`src/rtl/seg7_pkg.sv`:
```
// Shared constants and types for the 7-segment scan decoder.
// Glyph bit order is a..g on [6:0].
package seg7_pkg;

  localparam int SEG_W = 7;

  localparam logic [SEG_W-1:0] GLYPH_0 = 7'h7E;
  localparam logic [SEG_W-1:0] GLYPH_1 = 7'h30;
  localparam logic [SEG_W-1:0] GLYPH_2 = 7'h6D;
  localparam logic [SEG_W-1:0] GLYPH_3 = 7'h79;
  localparam logic [SEG_W-1:0] GLYPH_4 = 7'h33;
  localparam logic [SEG_W-1:0] GLYPH_5 = 7'h5B;
  localparam logic [SEG_W-1:0] GLYPH_6 = 7'h5F;
  localparam logic [SEG_W-1:0] GLYPH_7 = 7'h70;
  localparam logic [SEG_W-1:0] GLYPH_8 = 7'h7F;
  localparam logic [SEG_W-1:0] GLYPH_9 = 7'h7B;
  localparam logic [SEG_W-1:0] GLYPH_A = 7'h77;
  localparam logic [SEG_W-1:0] GLYPH_B = 7'h1F;
  localparam logic [SEG_W-1:0] GLYPH_C = 7'h4E;
  localparam logic [SEG_W-1:0] GLYPH_D = 7'h3D;
  localparam logic [SEG_W-1:0] GLYPH_E = 7'h4F;
  localparam logic [SEG_W-1:0] GLYPH_F = 7'h47;

  typedef enum logic {
    ST_COLLECT = 1'b0,
    ST_PRESENT = 1'b1
  } frame_state_e;

endpackage

```
`src/rtl/seg7_to_hex.sv`:
```
// Combinational glyph-to-hex decoder; unknown patterns decode to 0 with err set.
module seg7_to_hex
  import seg7_pkg::*;
(
  input  logic [SEG_W-1:0] glyph,
  output logic [3:0]       hex,
  output logic             err
);

  always_comb begin
    // NOTE: defaults first so every path assigns both outputs and no latch is inferred.
    hex = 4'h0;
    err = 1'b0;
    case (glyph)
      GLYPH_0: hex = 4'h0;
      GLYPH_1: hex = 4'h1;
      GLYPH_2: hex = 4'h2;
      GLYPH_3: hex = 4'h3;
      GLYPH_4: hex = 4'h4;
      GLYPH_5: hex = 4'h5;
      GLYPH_6: hex = 4'h6;
      GLYPH_7: hex = 4'h7;
      GLYPH_8: hex = 4'h8;
      GLYPH_9: hex = 4'h9;
      GLYPH_A: hex = 4'hA;
      GLYPH_B: hex = 4'hB;
      GLYPH_C: hex = 4'hC;
      GLYPH_D: hex = 4'hD;
      GLYPH_E: hex = 4'hE;
      GLYPH_F: hex = 4'hF;
      default: err = 1'b1;
    endcase
  end

endmodule

```
`src/rtl/seg7_scan_decoder.sv`:
```
// Snoops a multiplexed 7-segment bus, captures each settled digit and
// hands out complete frames on a valid/ready port.
module seg7_scan_decoder
  import seg7_pkg::*;
#(
  parameter int NDIG       = 4,
  parameter int STABLE_CYC = 16
) (
  input  logic                 clk,
  input  logic                 rst_n,
  input  logic [NDIG-1:0]      an,
  input  logic [SEG_W-1:0]     a_to_g,
  output logic [4*NDIG-1:0]    frame_data,
  output logic [NDIG-1:0]      frame_err,
  output logic                 frame_valid,
  input  logic                 frame_ready,
  output logic                 overflow
);

  localparam int CNT_W = $clog2(STABLE_CYC);
  localparam int IDX_W = (NDIG > 1) ? $clog2(NDIG) : 1;
  localparam logic [CNT_W-1:0] CNT_MAX = CNT_W'(STABLE_CYC - 1);

  logic [NDIG-1:0]          an_q, an_q2;
  logic [SEG_W-1:0]         seg_q, seg_q2;
  logic [CNT_W-1:0]         stable_cnt;
  logic                     captured;
  logic [NDIG-1:0]          mask;
  logic [NDIG-1:0][3:0]     slot_hex;
  logic [NDIG-1:0]          slot_err;
  frame_state_e             state;

  logic                     same;
  logic                     one_hot;
  logic                     capture;
  logic                     mask_full;
  logic [IDX_W-1:0]         idx;
  logic [3:0]               dec_hex;
  logic                     dec_err;

  assign same      = ({an_q, seg_q} == {an_q2, seg_q2});
  assign one_hot   = $onehot(an_q2);
  // The counter was built on the an_q2/seg_q2 history, so that is the settled value to capture.
  assign capture   = (stable_cnt == CNT_MAX) && !captured && one_hot;
  assign mask_full = &mask;

  always_comb begin
    idx = '0;
    for (int i = 0; i < NDIG; i++) begin
      if (an_q2[i]) idx = IDX_W'(i);
    end
  end

  seg7_to_hex u_dec (
    .glyph (seg_q2),
    .hex   (dec_hex),
    .err   (dec_err)
  );

  always_ff @(posedge clk or negedge rst_n) begin
    if (!rst_n) begin
      an_q       <= '0;
      an_q2      <= '0;
      seg_q      <= '0;
      seg_q2     <= '0;
      stable_cnt <= '0;
      captured   <= 1'b0;
    end else begin
      // NOTE: non-blocking so every register here sees the pre-edge values of the others.
      an_q   <= an;
      seg_q  <= a_to_g;
      an_q2  <= an_q;
      seg_q2 <= seg_q;
      if (!same) begin
        stable_cnt <= '0;
        captured   <= 1'b0;
      end else begin
        if (stable_cnt != CNT_MAX) stable_cnt <= stable_cnt + CNT_W'(1);
        if (capture) captured <= 1'b1;
      end
    end
  end

  // NOTE: the slot array is reset so a mid-frame reset leaves no stale digits behind.
  always_ff @(posedge clk or negedge rst_n) begin
    if (!rst_n) begin
      slot_hex <= '0;
      slot_err <= '0;
    end else if (capture) begin
      slot_hex[idx] <= dec_hex;
      slot_err[idx] <= dec_err;
    end
  end

  always_ff @(posedge clk or negedge rst_n) begin
    if (!rst_n) begin
      state       <= ST_COLLECT;
      mask        <= '0;
      frame_data  <= '0;
      frame_err   <= '0;
      frame_valid <= 1'b0;
      overflow    <= 1'b0;
    end else begin
      overflow <= 1'b0;
      // A capture landing on the clearing edge belongs to the next frame.
      mask <= (mask_full ? '0 : mask) | (capture ? an_q2 : '0);
      case (state)
        ST_COLLECT: begin
          if (mask_full) begin
            frame_data  <= slot_hex;
            frame_err   <= slot_err;
            frame_valid <= 1'b1;
            state       <= ST_PRESENT;
          end
        end
        ST_PRESENT: begin
          if (mask_full) begin
            if (frame_ready) begin
              frame_data <= slot_hex;
              frame_err  <= slot_err;
            end else begin
              overflow <= 1'b1;
            end
          end else if (frame_ready) begin
            frame_valid <= 1'b0;
            state       <= ST_COLLECT;
          end
        end
        default: state <= ST_COLLECT;
      endcase
    end
  end

endmodule

```
`config.mk`:
```
export PLATFORM = sky130hd
export DESIGN_NAME = seg7_scan_decoder
export DESIGN_NICKNAME = d
export VERILOG_FILES = /design/src/rtl/seg7_pkg.sv /design/src/rtl/seg7_to_hex.sv /design/src/rtl/seg7_scan_decoder.sv
export SDC_FILE = /design/constraint.sdc
export NUM_CORES = 1
export LEC_CHECK = 0
export ABC_CLOCK_PERIOD_IN_PS = 3090
export CORE_AREA = 8 8 98 100
export CTS_CLUSTER_SIZE = 28
export DETAILED_ROUTE_END_ITERATION = 8
export DIE_AREA = 0 0 106 108
export PLACE_DENSITY_LB_ADDON = 0.3
export SYNTH_ARGS = -nofsm -noshare
export SYNTH_HDL_FRONTEND = slang
export SYNTH_SLANG_ARGS = --single-unit
```
`constraint.sdc`:
```
create_clock -name clk -period 3.09 [get_ports clk]
set_clock_uncertainty 0.15 [all_clocks]
set_input_delay 0.4635 -clock clk [delete_from_list [all_inputs] [get_ports clk]]
set_output_delay 0.4635 -clock clk [all_outputs]
set_load 0.02 [all_outputs]
```
==> flow_metrics.py <==
metrics = {
    "run_status": {
        "outcome": "complete, but fails checks",
        "violations": "hold timing",
    },
    "grt": {
        "grtUsageTotal_pct": 10.66,
        "grt_pass1_wl_um": 9708,
        "grt_pass1_vias": 1938,
        "top_usage_layer": "met2",
        "grt_max_degree": 31,
        "grt_antenna_before_repair": 0,
        "grt_use_met1_pct": 13.66,
        "met3_usage_pct": 4.164,
        "grt-ovfl-total": 0,
        "use_met2_pct": 15.50,
    },
    "clock_network": {
        "ctsHtreeMaxLevel": 3,
        "postCtsHoldBufs": 0,
        "cts_tree": "done",
        "clk_latency_ns": 0.34,
        "cts-buffers-inserted": 9,
        "clkSlewWorstSetupHoldPaths_ns": 0.07,
        "clock_path_buffers": 2,
        "cts_sinks": 74,
        "cts_root_buf": "clkbuf_8",
    },
    "place": {
        "hpwl_um": 3932,
        "gp_congestion": 0.7527,
        "dp_cells": 366,
        "portBuffers": 35,
    },
    "floorplanning": {
        "dieArea_mm2": 0.01145,
        "die_x_um": 106,
        "initial_core_util_pct": 38.20,
        "die_h_um": 108,
        "pin_count": 36,
        "core_mm2": 0.008051,
        "rows": 33,
    },
    "sta": {
        "fin_crit_sh_pct": 94.27,
        "relSlewSlack_pct": 56.40,
        "fin_setup_tns_ns": 0,
        "hold_violations": 10,
        "timing.hold.ws_ns": -0.002941,
        "setup-violations-final": 0,
        "report.final.slew_viol_count": 0,
        "rsz0062_at_grt": "false",
        "layout_min_cycle_time_ns": 2.913,
        "worstMarginPinSlew_ns": 0.6540,
        "fmax_ghz": 0.3433,
    },
    "synth": {
        "synthDistinctLibCells": 43,
        "yosys-top-cells-area": "dfrtp_1 (60%), mux2_2 (13%), xor2_1 (3.1%)",
        "synthArstFlopShare_pct": 100.0,
        "yosys.area.top_type": "dfrtp_1",
        "post-synth-top-count-cell": "dfrtp_1",
        "syn_area_mm2": 0.003075,
        "yosysSeqAreaShare_pct": 60.21,
        "synth_flop_cell": "dfrtp_1",
        "yosysWarnings": 0,
        "ys_ff_latch": 74,
        "syn-mean-instance-area_um2": 13.37,
        "synth-edff-count": 0,
        "synth_top_area_share_pct": 60.21,
        "synth_nets": 250,
        "yosys-top-cells-count": "dfrtp_1 (74), mux2_2 (35), nand2_1 (11), nor2_1 (11), xor2_1 (11)",
        "netlist_instances": 230,
    },
    "detailed_routing": {
        "dr.pass1.iters": 4,
        "drc_errors": 0,
        "ant_nets": 0,
        "wl_per_cell_um": 14.46,
        "vias": 1868,
        "dr.first_iter.drc_count": 224,
        "vias_per_cell": 4.890,
        "drt-total-wl_um": 5525,
    },
    "power": {
        "power-per-cell-area_mw_per_mm2": 485.6,
        "power.total_mw": 1.822,
        "p_leak_nw": 1.769,
        "ir_drop_mv": 0.2289,
    },
    "final_layout": {
        "diodes": 0,
        "finalNetCount": 293,
        "syn2layout_area_growth_pct": 21.97,
        "drive_gt1_share_pct": 23.10,
        "fillCellCount": 734,
        "final_cells": 382,
    },
    "worst_hold_path": {
        "hold_path_class": "input port to async pin",
    },
    "worst_setup_path": {
        "end_kind": "flop",
        "worst-r2r-setup-slack_ns": 0.18,
        "worst_r2r_path_depth": 9,
        "worstSetupPathType": "flop to flop",
        "crit_required_ns": 3.16,
        "reg2reg_from": "an_q2[0]$_DFF_PN0_",
        "cp-start-kind": "flop",
        "r2r-end": "slot_err[1]$_DFFE_PN0P_",
        "arrival_ns": 2.98,
        "critical_path.max_fanout": 5,
    },
    "job": {
        "max-cap-violations": 0,
    },
}
## placed cells by master, fill, tap and decap left out, drive strengths merged, types with 2 or more instances in the layout
cell type       n
nor2           11
clkbuf         12
nand4           3
buf             7
nor3            4
or3             4
and2            2
xor2           11
o21ai           2
nor4            5
a31oi           5
nand2b          4
clkinv          2
a22o            4
inv             7
mux2           40
xnor2           2
clkdlybuf4s50  34
dfrtp          74
nand3           8
a41oi           2
nand2          12
ha              5
## area by class of cell
type	count	area, µm²	area share (%)
Inverter	7	26.28	0.7005
Clock inverter	3	40.04	1.067
Clock buffer	12	145.1	3.869
Timing Repair Buffer	41	390.4	10.41
Multi-Input combinational cell	140	1166	31.09
Sequential cell	74	1852	49.37
Tap cell	105	131.4	3.502
## metrics by stage
step / area [µm²] / util (%) / setup WS (ns) / hold slack (ns)
floorplan: 3075 / - / 0.1047 / 0.01791
finish: 3751 / 46.59 / 0.1771 / -0.002941
global route: 3751 / 46.59 / 0.03183 / 0.02952
CTS: 3734 / 46.37 / 0.05175 / 0.0005425
global placement: 3548 / 44.07 / 0.1793 / 0.2273
detailed placement: 3548 / 44.07 / 0.06862 / 0.2346
## report_power, final
part           switching, mW  internal, mW  total (mW)
Combinational         0.0516        0.0425      0.0941
Clock                  0.330         0.389       0.718
Sequential            0.0245         0.984        1.01
Total                  0.406          1.42        1.82
## state kept, by name, indices dropped and copies added (netlist names)
| signal | count |
|---|---|
| seg_q | 7 |
| mask | 4 |
| stable_cnt | 4 |
| an_q2 | 4 |
| seg_q2 | 7 |
| an_q | 4 |
| slot_err | 4 |
| slot_hex | 16 |
| captured | 1 |
| state | 1 |
| frame_valid | 1 |
| frame_data | 16 |
| overflow | 1 |
| frame_err | 4 |
## per-layer routing
layer  vias up  wire length [µm]
met5         -                 0
met4         0               110
met3         8               328
met2        42              2377
met1       914              2709
li1        904                 -
## kinds of logic (layout without fill, tap and decap cells)
| kind of cell | after synthesis | in the layout | synth area share [%] |
|---|---|---|---|
| adders and majority gates | 6 | 6 | 2.685 |
| and+or+nand+nor | 60 | 60 | 11.27 |
| buffers and inverters | 16 | 63 | 2.197 |
| DFF | 74 | 74 | 60.21 |
| muxes | 41 | 41 | 14.97 |
| AOI/OAI and AO/OA | 20 | 20 | 4.964 |
| xor gates and xnor gates | 13 | 13 | 3.702 |
## worst max-delay path by stage
stage	start	end	slack (ns)	cells past startpoint
2_1_floorplan	an_q2[1]$_DFF_PN0_	slot_err[1]$_DFFE_PN0P_	0.10	10
3_3_place_gp	an_q2[1]$_DFF_PN0_	slot_hex[6]$_DFFE_PN0P_	0.18	9
3_5_place_dp	an_q2[1]$_DFF_PN0_	slot_hex[5]$_DFFE_PN0P_	0.07	9
4_1_cts	an_q2[1]$_DFF_PN0_	slot_hex[5]$_DFFE_PN0P_	0.05	9
5_1_grt	an_q2[0]$_DFF_PN0_	slot_hex[1]$_DFFE_PN0P_	0.03	10
6_report	an_q2[0]$_DFF_PN0_	slot_err[1]$_DFFE_PN0P_	0.18	9
## what timing repair did
| action | in CTS | in global routing |
|---|---|---|
| setup endpoints to repair | 0 | 14 |
| buffers inserted | 0 | 1 |
| gates resized for setup | 0 | 2 |
## worst max-delay path: stages, from the launching register on
cell and delay, ns:
dfrtp_1 0.38, inv_1 0.08, fa_1 0.55, inv_1 0.05
ha_1 0.17, ha_1 0.31, nor4_4 0.32, nand2_2 0.10
or3_4 0.37, mux2_1 0.32
Power figures use the tool's default switching activity.
